$ cat src/rtl/uart_defs.sv
// -----------------------------------------------------------------------------
// uart_defs
// Shared UART definitions used by both the receiver and the transmitter:
// data width, the default bit-period divider (50 MHz / 115200), and the
// receiver state encoding.
// No ports (package).
// -----------------------------------------------------------------------------
package uart_defs;

  localparam int UART_DATA_BITS       = 8;
  localparam int UART_CLK_DIV_DEFAULT = 434;

  // Receiver states. ST_PARITY is only reachable in parity-enabled builds.
  typedef enum logic [2:0] {
    ST_IDLE   = 3'd0,
    ST_START  = 3'd1,
    ST_DATA   = 3'd2,
    ST_PARITY = 3'd3,
    ST_STOP   = 3'd4,
    ST_BREAK  = 3'd5
  } rx_state_e;

endpackage

$ cat src/rtl/uart_rx_sync.sv
// -----------------------------------------------------------------------------
// uart_rx_sync
// Two-flop synchronizer for the asynchronous serial pin. Both flops reset
// to 1 so that a reset never looks like a start bit.
// Ports:
//   clk      in   system clock
//   rst      in   synchronous, active-low reset
//   i_async  in   asynchronous input (idle high)
//   o_sync   out  synchronized copy of i_async, two cycles late
// -----------------------------------------------------------------------------
module uart_rx_sync (
  input  logic clk,
  input  logic rst,
  input  logic i_async,
  output logic o_sync
);

  logic r_meta;
  logic r_sync;

  // Plain two-stage shift toward the clock domain; reset state is "line idle".
  always_ff @(posedge clk) begin
    if (!rst) begin
      r_meta <= 1'b1;
      r_sync <= 1'b1;
    end else begin
      r_meta <= i_async;
      r_sync <= r_meta;
    end
  end

  assign o_sync = r_sync;

endmodule

$ cat src/rtl/uart_rx_frame.sv
// -----------------------------------------------------------------------------
// uart_rx_frame
// Oversampling UART receiver: 8 data bits LSB first, one stop bit, optional
// even parity (compiled in when the macro UART_RX_PARITY_EN is defined).
// Ports:
//   clk          in   system clock, rising edge
//   rst          in   synchronous, active-low reset
//   rxd          in   asynchronous serial input, idle high
//   rd_ack       in   one-cycle pulse, consumer has taken rdata
//   rdata        out  last good byte, held until the next good byte
//   rdata_valid  out  one-cycle pulse when rdata is updated
//   rx_ready     out  sticky, an unread byte is present
//   overrun      out  sticky, a byte arrived while rx_ready was still set
//   frame_err    out  one-cycle pulse, stop bit sampled low
//   parity_err   out  one-cycle pulse, parity mismatch (UART_RX_PARITY_EN only)
//   busy         out  high whenever the receiver is not idle
// -----------------------------------------------------------------------------
module uart_rx_frame
  import uart_defs::*;
#(
  parameter int CLK_DIV = UART_CLK_DIV_DEFAULT
) (
  input  logic       clk,
  input  logic       rst,
  input  logic       rxd,
  input  logic       rd_ack,
  output logic [7:0] rdata,
  output logic       rdata_valid,
  output logic       rx_ready,
  output logic       overrun,
  output logic       frame_err,
`ifdef UART_RX_PARITY_EN
  output logic       parity_err,
`endif
  output logic       busy
);

  localparam int DIV_W = $clog2(CLK_DIV);
  localparam int BIT_W = $clog2(UART_DATA_BITS);
  localparam logic [DIV_W-1:0] DIV_HALF_LAST = DIV_W'(CLK_DIV / 2 - 1);
  localparam logic [DIV_W-1:0] DIV_FULL_LAST = DIV_W'(CLK_DIV - 1);
  localparam logic [BIT_W-1:0] BIT_LAST      = BIT_W'(UART_DATA_BITS - 1);

  rx_state_e                  r_state;
  rx_state_e                  w_stateNext;
  logic [DIV_W-1:0]           r_div;
  logic [BIT_W-1:0]           r_bitCnt;
  logic [UART_DATA_BITS-1:0]  r_shift;
  logic [UART_DATA_BITS-1:0]  r_rdata;
  logic                       r_rdataValid;
  logic                       r_rxReady;
  logic                       r_overrun;
  logic                       r_frameErr;

  logic w_rxs;
  logic w_sampleHalf;
  logic w_sampleFull;
  logic w_clrDiv;
  logic w_clrBits;
  logic w_shiftEn;
  logic w_commit;
  logic w_frameErrSet;

`ifdef UART_RX_PARITY_EN
  logic r_parityBit;
  logic r_parityErr;
  logic w_capParity;
  logic w_parityErrSet;
  logic w_parityBad;

  // Even parity: data ones plus the parity bit must come to an even count.
  assign w_parityBad = (^r_shift) ^ r_parityBit;
`endif

  uart_rx_sync u_sync (
    .clk     (clk),
    .rst     (rst),
    .i_async (rxd),
    .o_sync  (w_rxs)
  );

  assign w_sampleHalf = (r_div == DIV_HALF_LAST);
  assign w_sampleFull = (r_div == DIV_FULL_LAST);

  // State register.
  always_ff @(posedge clk) begin
    if (!rst) begin
      r_state <= ST_IDLE;
    end else begin
      r_state <= w_stateNext;
    end
  end

  // Next-state and per-cycle control strobes. The start bit is checked at its
  // midpoint; every later bit is sampled one full period after the previous
  // sample, so all samples land mid-bit.
  always_comb begin
    w_stateNext    = r_state;
    w_clrDiv       = 1'b0;
    w_clrBits      = 1'b0;
    w_shiftEn      = 1'b0;
    w_commit       = 1'b0;
    w_frameErrSet  = 1'b0;
`ifdef UART_RX_PARITY_EN
    w_capParity    = 1'b0;
    w_parityErrSet = 1'b0;
`endif
    case (r_state)
      ST_IDLE: begin
        if (!w_rxs) begin
          w_stateNext = ST_START;
          w_clrDiv    = 1'b1;
          w_clrBits   = 1'b1;
        end
      end
      ST_START: begin
        if (w_sampleHalf) begin
          w_clrDiv    = 1'b1;
          w_stateNext = w_rxs ? ST_IDLE : ST_DATA;
        end
      end
      ST_DATA: begin
        if (w_sampleFull) begin
          w_clrDiv  = 1'b1;
          w_shiftEn = 1'b1;
          if (r_bitCnt == BIT_LAST) begin
`ifdef UART_RX_PARITY_EN
            w_stateNext = ST_PARITY;
`else
            w_stateNext = ST_STOP;
`endif
          end
        end
      end
`ifdef UART_RX_PARITY_EN
      ST_PARITY: begin
        if (w_sampleFull) begin
          w_clrDiv    = 1'b1;
          w_capParity = 1'b1;
          w_stateNext = ST_STOP;
        end
      end
`endif
      ST_STOP: begin
        if (w_sampleFull) begin
          w_clrDiv = 1'b1;
`ifdef UART_RX_PARITY_EN
          w_parityErrSet = w_parityBad;
          w_commit       = w_rxs && !w_parityBad;
`else
          w_commit       = w_rxs;
`endif
          w_frameErrSet = !w_rxs;
          w_stateNext   = w_rxs ? ST_IDLE : ST_BREAK;
        end
      end
      ST_BREAK: begin
        if (w_rxs) begin
          w_stateNext = ST_IDLE;
        end
      end
      default: begin
        w_stateNext = ST_IDLE;
      end
    endcase
  end

  // Bit-period divider, bit counter and shift register. The divider free-runs
  // and is zeroed at every sample point; data shifts in from the top so the
  // first (LSB) bit ends up in bit 0.
  always_ff @(posedge clk) begin
    if (!rst) begin
      r_div    <= '0;
      r_bitCnt <= '0;
      r_shift  <= '0;
    end else begin
      r_div <= w_clrDiv ? '0 : r_div + DIV_W'(1);
      if (w_clrBits) begin
        r_bitCnt <= '0;
      end else if (w_shiftEn) begin
        r_bitCnt <= r_bitCnt + BIT_W'(1);
      end
      if (w_shiftEn) begin
        r_shift <= {w_rxs, r_shift[UART_DATA_BITS-1:1]};
      end
    end
  end

  // Output register and CPU handshake. A commit takes priority over rd_ack:
  // rx_ready stays set and overrun is only raised when an unread byte is
  // being overwritten without an acknowledge in the same cycle.
  always_ff @(posedge clk) begin
    if (!rst) begin
      r_rdata      <= '0;
      r_rdataValid <= 1'b0;
      r_rxReady    <= 1'b0;
      r_overrun    <= 1'b0;
      r_frameErr   <= 1'b0;
    end else begin
      r_rdataValid <= w_commit;
      r_frameErr   <= w_frameErrSet;
      if (w_commit) begin
        r_rdata   <= r_shift;
        r_rxReady <= 1'b1;
        if (r_rxReady && !rd_ack) begin
          r_overrun <= 1'b1;
        end
      end else if (rd_ack) begin
        r_rxReady <= 1'b0;
        r_overrun <= 1'b0;
      end
    end
  end

`ifdef UART_RX_PARITY_EN
  // Parity bit capture and its error pulse.
  always_ff @(posedge clk) begin
    if (!rst) begin
      r_parityBit <= 1'b0;
      r_parityErr <= 1'b0;
    end else begin
      if (w_capParity) begin
        r_parityBit <= w_rxs;
      end
      r_parityErr <= w_parityErrSet;
    end
  end

  assign parity_err = r_parityErr;
`endif

  assign rdata       = r_rdata;
  assign rdata_valid = r_rdataValid;
  assign rx_ready    = r_rxReady;
  assign overrun     = r_overrun;
  assign frame_err   = r_frameErr;
  assign busy        = (r_state != ST_IDLE);

endmodule

$ cat config.mk
export PLATFORM = sky130hd
export DESIGN_NAME = uart_rx_frame
export DESIGN_NICKNAME = d
export VERILOG_FILES = /design/src/rtl/uart_defs.sv /design/src/rtl/uart_rx_sync.sv /design/src/rtl/uart_rx_frame.sv
export SDC_FILE = /design/constraint.sdc
export NUM_CORES = 1
export LEC_CHECK = 0
export BUFFER_PORTS_ARGS = -buffer_cell sky130_fd_sc_hd__buf_4
export CORE_UTILIZATION = 60
export CTS_BUF_LIST = sky130_fd_sc_hd__clkbuf_8
export DETAILED_ROUTE_END_ITERATION = 10
export PLACE_DENSITY = 0.92
export SETUP_SLACK_MARGIN = 0.2
export SKIP_LAST_GASP = 1
export SLEW_MARGIN = 5
export SYNTH_ARGS = -nofsm -noshare
export SYNTH_HDL_FRONTEND = slang
export SYNTH_SLANG_ARGS = --single-unit
$ cat constraint.sdc
create_clock -name clk -period 1.9 [get_ports clk]
set_input_delay 0.38 -clock clk [delete_from_list [all_inputs] [get_ports clk]]
set_output_delay 0.38 -clock clk [all_outputs]
set_load 0.01 [all_outputs]
==> results of run 1 <==
==> worst max-delay path, cell delays in order, from the launching register on <==
cell and delay, ns:
sky130_fd_sc_hd__dfxtp_1 0.47, sky130_fd_sc_hd__and4b_1 0.38, sky130_fd_sc_hd__and4_2 0.39, sky130_fd_sc_hd__mux2i_1 0.27, sky130_fd_sc_hd__nor2_1 0.06
==> path summary, 6_finish.rpt <==
kind	from	end	slack (ns)
min reg2reg	u_sync.r_meta	u_sync.o_sync	0.43
max reg2reg	r_div[5]	r_bitCnt[2]	0.22
min	rxd	u_sync.r_meta	0.29
max	r_div[5]	r_bitCnt[2]	0.22
==> final cells by class <==
class,count,area (um^2),share of cell area (%)
timing repair buffer,25,203,10.4
multi-input combinational,116,860,44.0
sequential,37,752,38.5
clock inverter,2,12.5,0.641
inverter,5,18.8,0.962
clock buffer,5,68.8,3.53
tap,30,37.5,1.92
==> placed cells by master, fill, tap and decap left out, drive strengths merged, types with 2 or more instances in the layout <==
master	Yosys	routed
a311oi	4	4
xnor2	2	2
nor4	2	2
a21oi	4	4
and4	2	3
o21a	2	2
nor3	10	10
mux2i	18	18
and4bb	2	2
nor3b	3	3
nand2	5	5
nand4	5	5
a21o	2	2
inv	5	6
ha	5	5
and3	2	2
nor2	22	22
xor2	6	6
buf	7	25
nand2b	3	3
nand3	3	3
o21ai	2	2
dfxtp	37	37
clkbuf	3	5
==> synth_stat cells (all sizes together) <==
master  number  area [um^2]
and2         1         8.76
a211oi       1         20.0
inv          5         18.8
nor2        22         82.6
nor4         2         12.5
ha           5         62.6
xor2         6         52.6
o21ai        2         10.0
nand2b       3         18.8
and4b        1         10.0
dfxtp       37          741
a21boi       1         7.51
nor3        10         50.1
nand4        5         31.3
xnor2        2         17.5
nand2        5         18.8
nand4b       1         8.76
o21bai       1         7.51
a221oi       1         8.76
and3b        1         8.76
nor2b        1         6.26
nand3b       1         7.51
a21o         2         15.0
a311oi       4         35.0
and4         2         20.0
mux2i       18          180
clkbuf       3         11.3
a21oi        4         20.0
nand3        3         15.0
and3         2         12.5
buf          7         65.1
nor3b        3         27.5
o21a         2         15.0
and4bb       2         25.0
or3          1         6.26
==> routing by layer <==
layer  vias to the layer above  GRT usage, %  part of all wire [%]
met2                        52          45.3                    51
li1                        638             -                     -
met1                       653          30.3                    41
met4                         0          9.83                   2.5
met3                        14          7.78                   5.9
met5                         -             0                     0
==> cells by family after synthesis <==
logic type | Yosys count | share of synthesized area, %
AND/OR/NAND/NOR | 66 | 22.3
flip-flops | 37 | 44.7
buffers and inverters | 15 | 5.74
AO/OA/AOI/OAI | 18 | 8.38
XOR/XNOR | 8 | 4.23
adder cells (fa/ha/maj) | 5 | 3.77
multiplexers | 18 | 10.9
==> where the power goes <==
part | internal (W) | total, W | switching, W
logic | 0.0000294 | 0.0000667 | 0.0000373
clock network | 0.000248 | 0.000513 | 0.000265
registers | 0.000783 | 0.000798 | 0.0000145
total | 0.00106 | 0.00138 | 0.000317
==> registers in the layout, indices dropped and copies added, names as in the netlist <==
signal	cells
u_sync.r_meta	1
r_bitCnt	3
frame_err	1
rdata	8
u_sync.o_sync	1
overrun	1
r_div	9
r_shift	8
r_state	3
rdata_valid	1
rx_ready	1
==> metrics by stage <==
step / hold WS (ns) / setup slack [ns] / util, % / cell area, um^2
3_3_place_gp: 0.402 / 0.156 / 69.5 / 1770
5_1_grt: 0.286 / 0.109 / 76.7 / 1950
2_1_floorplan: 0.386 / 0.262 / - / 1660
6_report: 0.292 / 0.225 / 76.7 / 1950
3_5_place_dp: 0.404 / 0.0409 / 69.5 / 1770
4_1_cts: 0.293 / 0.181 / 73.6 / 1870
==> what timing repair did <==
action                     CTS  global route
setup endpoints to repair   25            29
gates resized for setup      4            14
hold buffers                 0             0
cloned                       1             1
setup buffers                1             3
pin swaps                    2             1
==> results.md, run 1 <==
Final layout:
- The number of nets at the end of the flow is 199.
- The layout has 155 filler cells.
- The count of antenna diodes in the layout is 0.
- In the final layout, the share of cells above drive strength 1 is 23.7%.
- The synthesis-to-finish area growth is 17.7%.
- The count of cells in the finished layout, fillers not included, comes to 220.

CTS:
- The clock tree synthesis step divided the H-tree into 2 levels.
- Counting the buffers created by CTS gives 5.
- The worst-case clock buffer depth is 2.
- The clock tree from TritonCTS is built.
- The clock-pin slew of the registers on the worst-case setup and hold paths is 0.07 ns.
- The clock net in this run drives a total of 37 sinks.
- The cell chosen for the clock root is sky130_fd_sc_hd__clkbuf_8.
- The clock latency on the worst-skew pair is 0.29 ns.

GRT:
- The initial antenna violation count is 0.
- The sum of overflow across all layers after global routing is 0.
- Entering global routing, the biggest net connects 22 pins.
- The via count of the first global-routing pass is 1161.
- Across every metal layer, demand over resource in global routing totals 26.2%.
- The first global-routing pass estimated 5340 um of wire.

Power:
- The post-route total power is 0.00138 W.
- The power density of the placed cells is 706 nW/um^2.
- Across the VDD grid, the largest voltage drop is 822 uV.
- The analysis attributes to cell leakage a power of 0.817 nW.

Synthesis:
- When the netlist entered floorplanning its net count stood at 176.
- The cell count after synthesis came out at 167.
- The total standard cell area after synthesis is 1660 um^2.
- The average instance area after synthesis is 9.93 um^2.
- The post-synthesis sequential area ratio is 44.7%.
- For this run, the number of Yosys warnings is 0.
- The netlist uses 41 different library cells.
- The post-synthesis sequential element count is 37.

Worst setup path:
- The data required time at the worst endpoint is 2.09 ns.
- The data arrival time at the worst-slack endpoint is 1.86 ns.
- The number of cells on the worst reg-to-reg path is 4.
- The type of origin of the critical path is a register.
- The worst setup path is of the register to register kind.
- The largest fanout of any net on the critical path is 7.
- STA classifies the critical path endpoint as a register.

Die:
- In this run the vertical extent of the chip is 54.6 um.
- For this configuration, the core starts out at a cell density of 65.1%.
- The die covers 2980 um^2.
- The region available for standard cell placement spans 2540 um^2.
- The count of standard-cell rows is 18.
- The die outline width is 54.6 um.
- The number of primary I/O pins is 17.

Route:
- The count of nets left with antenna violations once routing finished came out at 0.
- After detailed routing, the average wire length per cell comes to 18.0 um.
- For this run, design rule violations remaining after detail routing come to 0.
- The final routed wirelength across all metal layers is 3970 um.
- The first routing iteration left 41 violations.
- The number of iterations in the first detailed-routing pass is 4.
- The vias per cell is 6.17.
- Across all layers, the routed design uses 1357 vias.

Timing:
- For the final database, setup skew stands at 0.00667 ns.
- The final count of pins violating max slew is 0.
- The final period utilization is 88.2%.
- In the final timing run, aggregate negative setup slack is 0 ns.
- For the pin with the worst max-slew slack, the measured transition is 0.485 ns.
- The number of setup violations in the final report is 0.
- The maximum operating frequency is 0.597 GHz.
- The number of failing hold endpoints at the final stage is 0.
- Headroom to the max-slew limit came out at 67.6%.
- The worst path needs 1.68 ns of the cycle, external delays included.
- Setup repair after global routing could not meet its margin everywhere.

Hold path:
- In this run the worst hold path is classified as input port to register.
- The number of cells traversed by the worst hold path is 2.

Status:
- The run finished with clean final reports.

Flow run:
- The count of maximum capacitance violations is 0.

Placement:
- The number of buffers added on ports is 16.
- The final RePlAce weighted congestion is 0.843.
- The total placed cells including tap cells is 207.
- The HPWL after detailed placement is 2280 um.
(Power assumes the default switching activity.)
==> run 2: changes to the inputs <==
ABC_AREA = 1   (was unset)
==> run 2 against run 1 <==
Net effect: total power up 22%; critical endpoint is now r_div[7]; sequential power grew 6.0%; combinational power grew to 4.1 times the previous value; non-clock buffer count shrank 8; first-iteration DRC count decreased by 49%; clock-buffer cell count is 1 higher.
==> results.md, run 2 <==
Hold path:
- The min-delay analysis places its worst path in the category input port to register.

Worst setup path:
- Data arrives at the worst endpoint at 1.85 ns.
- The worst setup path category is register to register.
- At the worst endpoint, the required time is 2.07 ns.
- STA classifies the critical path startpoint as a register.
- The largest fanout of any net on the critical path is 5.
- The sort of element at the end of the critical path is a register.

Synthesis:
- By instance count, the leading cell after synthesis is sky130_fd_sc_hd__dfxtp_1.
- After synthesis the cells add up to 1580 um^2.
- The synthesized netlist devotes 3.96% of its cell area to adder and majority cells.
- The simple logic cell fraction of the synthesized area is 22.3%.
- The synthesized net count is 203.
- The main flop type after synthesis is sky130_fd_sc_hd__dfxtp_1.
- The post-synthesis sequential area ratio is 46.9%.
- The post-synthesis sequential element count is 37.
- Yosys mapped a number of flops with a built-in enable equal to 0.
- The share of the synthesized area in compound gates (AO/OA/AOI/OAI) is 14.6%.
- The proportion of synthesized flip-flops having asynchronous set or reset is 0%.
- The multiplexer share of the synthesized area is 0%.
- Yosys printed 0 warnings.
- The number of instances in the synthesized netlist is 194.
- The largest family of logic cells by synthesized area is simple AND/OR/NAND/NOR gates.
- Summed over its instances, the top area cell type makes up 46.9% of the synthesized netlist area.
- Yosys mapped the design onto 29 distinct sky130hd cell types.
- The synthesized design spends more area on one cell type than any other, namely sky130_fd_sc_hd__dfxtp_1.
- Sorting the synthesized cells by area gives the leading types as sky130_fd_sc_hd__dfxtp_1 (47%), sky130_fd_sc_hd__inv_1 (5.9%), sky130_fd_sc_hd__a21oi_1 (5.7%).
- The average instance in the mapped netlist occupies 8.15 um^2.
- The fraction of synthesized cell area in xor and xnor cells is 3.33%.
- Sorting the synthesized cells by how often they occur yields sky130_fd_sc_hd__dfxtp_1 (37), sky130_fd_sc_hd__inv_1 (25), sky130_fd_sc_hd__nor2_1 (23).

Final layout:
- In the final design database the tool counted 223 nets.
- The count of antenna diodes in the layout is 0.
- Compared with the post-synthesis result, the final layout area differs by 16.2%.
- More flip-flops sit in one register than any other, and that register is r_div.
- Once layout is complete, the utilization of the core stands at 74.1%.
- The leading cell type in the layout, fill and taps excluded is sky130_fd_sc_hd__dfxtp_1.
- The register with the most flip-flops in the layout has 9 of them.
- In the layout the commonest cells are sky130_fd_sc_hd__dfxtp_1 (37), sky130_fd_sc_hd__inv_1 (25), sky130_fd_sc_hd__nor2_1 (23).
- The post-route netlist has 20.0% of its cells at a drive strength greater than 1.

GRT:
- The initial antenna violation count came to 0.
- Global routing finished with a remaining overflow of 0.
- The largest net degree at the start of global routing is 23.
- The overall global routing resource usage is 23.9%.
- The first global-routing pass estimated 4730 um of wire.
- The via count of the first global-routing pass is 1148.

Route:
- The post-detailed-route DRC marker count is 0.
- The remaining number of nets flagged by the antenna check after routing is 0.
- Wires add up to 3120 um.
- The vias per cell is 5.38.
- The detailed router placed 1319 vias in this run.
- The initial detailed-routing violation count is 21.
- For this run, the detailed router's first-pass iteration total came to 5.
- The routed length per instance is 12.7 um.

Die:
- The die outline width is 53.3 um.
- The floorplan step set the die height to 53.3 um.
- In this run the core area contains 18 standard-cell rows.
- The number of primary I/O pins is 17.
- The total area inside the core boundary comes to 2480 um^2.
- The die covers 2840 um^2.
- Once the floorplan was initialized, standard cells occupied 63.8% of the core.

CTS:
- The number of hold buffers added after CTS is 0.
- TritonCTS built the clock tree.
- The worst-case clock buffer depth is 2.
- The tree built by TritonCTS fans out to 37 sinks.
- The H-tree level count is 2.
- At the later pin of the worst-skew pair, clock insertion delay measures 0.29 ns.
- After clock tree synthesis, the clock-pin slew on the worst setup and hold paths is 0.07 ns.
- Counting the buffers created by CTS gives 5.
- The cell chosen for the clock root is sky130_fd_sc_hd__clkbuf_8.

Power:
- The share of power burned in combinational logic is 16.1%.
- The fraction of power consumed by sequential logic is 50.3%.
- The cell internal power dissipation is 0.00120 W.
- Of the total power, the clock network draws 33.6%.
- The power density of the placed cells is 917 nW/um^2.
- The peak supply drop is 953 uV.
- The analysis attributes to cell leakage a power of 0.775 nW.
- The post-route total power is 0.00168 W.
- Summed over all nets, the switching power comes to 0.000482 W.
- In this run switching power makes up 28.6% of total power.

Timing:
- The final period utilization is 88.0%.
- For this run, the top clock speed supported by timing is 0.598 GHz.
- Summed over all failing endpoints, the final setup total negative slack is 0 ns.
- The transition at the pin with the smallest max-transition slack is 0.511 ns.
- The largest clock skew in the final design is 0.00885 ns.
- The clock period minus worst slack is 1.67 ns.
- After layout, the worst setup slack is 0.227 ns.
- The final count of pins violating max slew is 0.
- In this run the tightest slew margin relative to its limit is 65.6%.
- The number of setup violations in the final report is 0.
- The number of failing hold endpoints at the final stage is 0.
- Setup repair after global routing could not meet its margin everywhere.

Flow run:
- Across the run, the number of max-cap violations was 0.

Placement:
- The HPWL after detailed placement is 1930 um.
- Timing analysis after detailed placement gives a worst setup slack of 0.282 ns.
- The congestion estimate from routability-driven global placement came to 0.803.
- The number of buffers added on ports is 16.

Status:
- The run finished with clean final reports.
[run 2: repair_timing]
action	4_1_cts	5_1_grt
endpoints found under the hold margin	0	0
endpoints found under the setup margin	0	19
resized for setup	0	2
setup buffers	0	1
[run 2: kinds of logic after synthesis]
group | Yosys count
buffers and inverters | 33
xor gates and xnor gates | 6
DFF | 37
adders and majority gates | 5
and+or+nand+nor | 71
AOI/OAI and AO/OA | 42
[run 2: path summary, 6_finish.rpt]
path                      start            end  slack [ns]  depth (start not counted)
setup reg to reg       r_div[0]       r_div[7]        0.23                          8
hold reg to reg   u_sync.r_meta  u_sync.o_sync        0.44                          1
hold / removal              rxd  u_sync.r_meta        0.29                          2
setup / recovery       r_div[0]       r_div[7]        0.23                          8
[run 2: metal layers]
layer	GRT usage, %	routed length [um]	up-vias
li1	-	-	663
met1	26.0	1330	608
met2	40.0	1540	32
met3	6.90	120	16
met4	14.9	126	0
met5	0	0	-
[run 2: final cells by class]
class / instances / area [um^2]
Clock inverter: 2 / 13.8
Timing Repair Buffer: 17 / 140
Sequential cell: 37 / 741
Tap cell: 30 / 37.5
Fill cell: 163 / 642
Multi-Input combinational cell: 125 / 716
Clock buffer: 6 / 82.6
Inverter: 28 / 105
[run 2: power by group through the flow]
stage / sequential (W) / combinational, W / clock (W)
finish: 0.000846 / 0.000271 / 0.000565
global route: 0.000851 / 0.000306 / 0.000607
CTS: 0.000843 / 0.000260 / 0.000573
detailed placement: 0.000861 / 0.000258 / 0
global placement: 0.000859 / 0.000253 / 0
floorplan: 0.000854 / 0.000198 / 0
[run 2: critical path, stage by stage (launching register included)]
cell,delay [ns]
sky130_fd_sc_hd__dfxtp_1,0.40
sky130_fd_sc_hd__ha_1,0.17
sky130_fd_sc_hd__nand2_1,0.05
sky130_fd_sc_hd__nor2_1,0.16
sky130_fd_sc_hd__nand2_2,0.14
sky130_fd_sc_hd__inv_2,0.10
sky130_fd_sc_hd__o21ai_0,0.20
sky130_fd_sc_hd__nand4_1,0.27
sky130_fd_sc_hd__nor2_1,0.08
[run 2: through the flow]
stage	std cells	instance area (um^2)	hold WS, ns
floorplan	194	1580	0.393
global placement	235	1700	0.395
detailed placement	235	1700	0.403
CTS	243	1800	0.279
global route	245	1840	0.282
finish	245	1840	0.287
==> run 3: changes to the inputs <==
REMOVE_ABC_BUFFERS = 1   (was unset)
==> run 3 against run 2 <==
Net effect: worst setup slack better by 0.099 ns; first-iteration DRC count is 48% higher; cell count increased by 1.2%; via count decreased by 2.4%; total power fell by 0.26%; hold slack lost 0.0036 ns; routed wire length grew 2.2%.
==> results.md, run 3 (synthesis results as in run 2) <==
Worst setup path:
- The endpoint identified for the worst register-to-register timing path is r_div[8].
- STA classifies the critical path startpoint as a register.
- The worst register-to-register path begins at r_div[1].
- The data arrival time at the worst-slack endpoint is 1.79 ns.
- The largest fanout of any net on the critical path is 5.
- The capturing instance or port of the critical path is r_div[8].
- For the worst flop-to-flop path, the logic depth is 9.
- The worst setup path is of the register to register kind.
- The setup slack on the worst flop-to-flop path is 0.33 ns.
- The sort of element at the end of the critical path is a register.
- The most critical setup path has its startpoint at r_div[1].
- Data on the critical path is required at its endpoint by 2.12 ns.

Power:
- Across the VDD grid, the largest voltage drop is 797 uV.
- The leakage power figure is 0.788 nW.
- Power spread over the standard cell area amounts to 906 nW/um^2.

CTS:
- The clock-pin slew of the registers on the worst-case setup and hold paths is 0.07 ns.
- Clock tree synthesis inserted a total of 5 buffers.
- The clock latency on the worst-skew pair is 0.29 ns.
- The TritonCTS sink count is 37.
- The H-tree was split into 2 levels.
- The cell chosen for the clock root is sky130_fd_sc_hd__clkbuf_8.
- In this run, post-CTS hold repair placed 0 buffers.
- The longest clock path from root to sink contains 2 buffers.
- TritonCTS built the clock tree.

Final layout:
- The register with the most flip-flops in the layout has 9 of them.
- The number of antenna diodes in the final layout is 0.
- The area growth from synthesis to layout is 17.3%.
- r_div holds more flip-flops than any other register.
- Leaving out fill and tap cells, the most frequent cells in the layout are sky130_fd_sc_hd__dfxtp_1 (36), sky130_fd_sc_hd__inv_1 (25), sky130_fd_sc_hd__nor2_1 (23).
- Cells with a size suffix above 1 make up 22.0% of the layout.
- For this run, the number of standard cells in the final layout without fillers is 248.
- After filler insertion, the fill cell instance count of the layout stands at 180.
- In the final design database the tool counted 227 nets.
- Leaving out fill and tap cells, the most frequent cell in the layout is sky130_fd_sc_hd__dfxtp_1.
- Summing all multi-input logic gate instances after layout gives 721 um^2.
- The area taken by flip-flops and latches is 742 um^2.

Timing:
- The final count of pins violating max slew was 0.
- The largest clock skew in the final design is 0.00291 ns.
- Setup repair after global routing could not meet its margin everywhere.
- The transition at the pin with the smallest max-transition slack is 0.408 ns.
- The final period utilization is 82.9%.
- The maximum operating frequency is 0.635 GHz.
- Setup violations remaining at the end of the flow were counted as 0.
- After layout, the minimum clock period comes to 1.57 ns.
- In the final timing run, aggregate negative setup slack is 0 ns.
- The worst-case headroom to the max-slew limit is 72.6%.
- The number of failing hold endpoints at the final stage is 0.

GRT:
- For this run, global-route usage on met2 was measured as 38.5%.
- The first global-routing pass estimated 4640 um of wire.
- For met1 alone, demand over resource in global routing was 26.7%.
- The via count of the first global-routing pass is 1106.
- The initial antenna violation count was 0.
- The largest net degree at the start of global routing is 23.
- The overall global routing resource usage is 23.3%.
- Global routing consumed, on the met3 layer, 8.62% of the routing resources.
- The sum of overflow across all layers after global routing is 0.
- The busiest layer in global routing is met2.

Die:
- The total core area is 2480 um^2.
- The floorplan step set the die width to 53.3 um.
- The total die area is 2840 um^2.
- The number of primary I/O pins is 17.
- Measured along the y axis, the die boundary spans 53.3 um.
- The effective utilization at floorplan is 63.8%.
- The count of standard-cell rows is 18.

Route:
- The pre-antenna-repair detailed-routing pass consisted of 4 iterations.
- After detailed routing, the number of vias per cell comes to 5.19.
- The count of nets left with antenna violations once routing finished came out at 0.
- The detailed router placed 1288 vias in this run.
- In the final routed layout, each cell accounts on average for 12.9 um.
- The post-detailed-route DRC marker count is 0.
- The initial detailed-routing violation count is 31.
- The final routed wirelength across all metal layers is 3190 um.

Placement:
- Input and output buffers added on the ports amount to 16.
- The final RePlAce weighted congestion is 0.802.
- The total placed cells including tap cells is 235.
- The HPWL after detailed placement is 1980 um.

Hold path:
- The worst hold path belongs to the class input port to register.

Status:
- The flow ran to the end, and the final reports show no timing, DRC or antenna violations.

Flow run:
- The count of maximum capacitance violations is 0.
[run 3: through the flow]
step / cell area, um^2 / hold slack, ns / worst slack [ns] / util (%) / power, W
6_report: 1850 / 0.283 / 0.326 / 74.8 / 0.00168
5_1_grt: 1850 / 0.278 / 0.162 / 74.8 / 0.00177
4_1_cts: 1790 / 0.273 / 0.233 / 72.4 / 0.00167
3_5_place_dp: 1700 / 0.407 / 0.261 / 68.7 / 0.00112
3_3_place_gp: 1700 / 0.394 / 0.376 / 68.7 / 0.00111
2_1_floorplan: 1550 / 0.393 / 0.489 / - / 0.00105
[run 3: repair_timing]
item / 4_1_cts / 5_1_grt
gates resized for setup: 0 / 10
endpoints found under the setup margin: 0 / 22
setup buffers: 0 / 5
endpoints found under the hold margin: 0 / 0
[run 3: critical path: stages, from the launching register on]
cell                      delay [ns]
sky130_fd_sc_hd__dfxtp_1        0.36
sky130_fd_sc_hd__inv_1          0.08
sky130_fd_sc_hd__ha_1           0.18
sky130_fd_sc_hd__nand2_1        0.06
sky130_fd_sc_hd__nor2_1         0.06
sky130_fd_sc_hd__nand2_2        0.13
sky130_fd_sc_hd__inv_2          0.07
sky130_fd_sc_hd__o21ai_1        0.16
sky130_fd_sc_hd__nand4_1        0.23
sky130_fd_sc_hd__nor2_1         0.18
[run 3: worst min path at each step]
| stage | start | end | slack, ns | depth (start not counted) |
|---|---|---|---|---|
| floorplan | u_sync.r_meta | u_sync.o_sync | 0.39 | 1 |
| global placement | u_sync.r_meta | u_sync.o_sync | 0.39 | 1 |
| detailed placement | u_sync.r_meta | u_sync.o_sync | 0.41 | 1 |
| CTS | rxd | u_sync.r_meta | 0.27 | 2 |
| global route | rxd | u_sync.r_meta | 0.28 | 2 |
| finish | rxd | u_sync.r_meta | 0.28 | 2 |
[run 3: report_power, final]
part | internal [W] | leakage [nW] | total, W | switching, W
Clock | 0.000286 | 0.0433 | 0.000552 | 0.000266
Combinational | 0.000105 | 0.445 | 0.000275 | 0.000170
Sequential | 0.000804 | 0.300 | 0.000851 | 0.0000469
Total | 0.00120 | 0.788 | 0.00168 | 0.000482
[run 3: per-layer routing]
metal	share of wire (%)	vias up
li1	-	670
met2	50	33
met3	4.4	6
met5	0	-
met4	1.7	0
met1	44	579
[run 3: layout make-up]
type / count / area share [%]
Clock buffer: 6 / 4.46
Sequential cell: 37 / 40.0
Tap cell: 30 / 2.03
Multi-Input combinational cell: 125 / 38.9
Clock inverter: 1 / 0.405
Inverter: 28 / 5.67
Timing Repair Buffer: 21 / 8.51
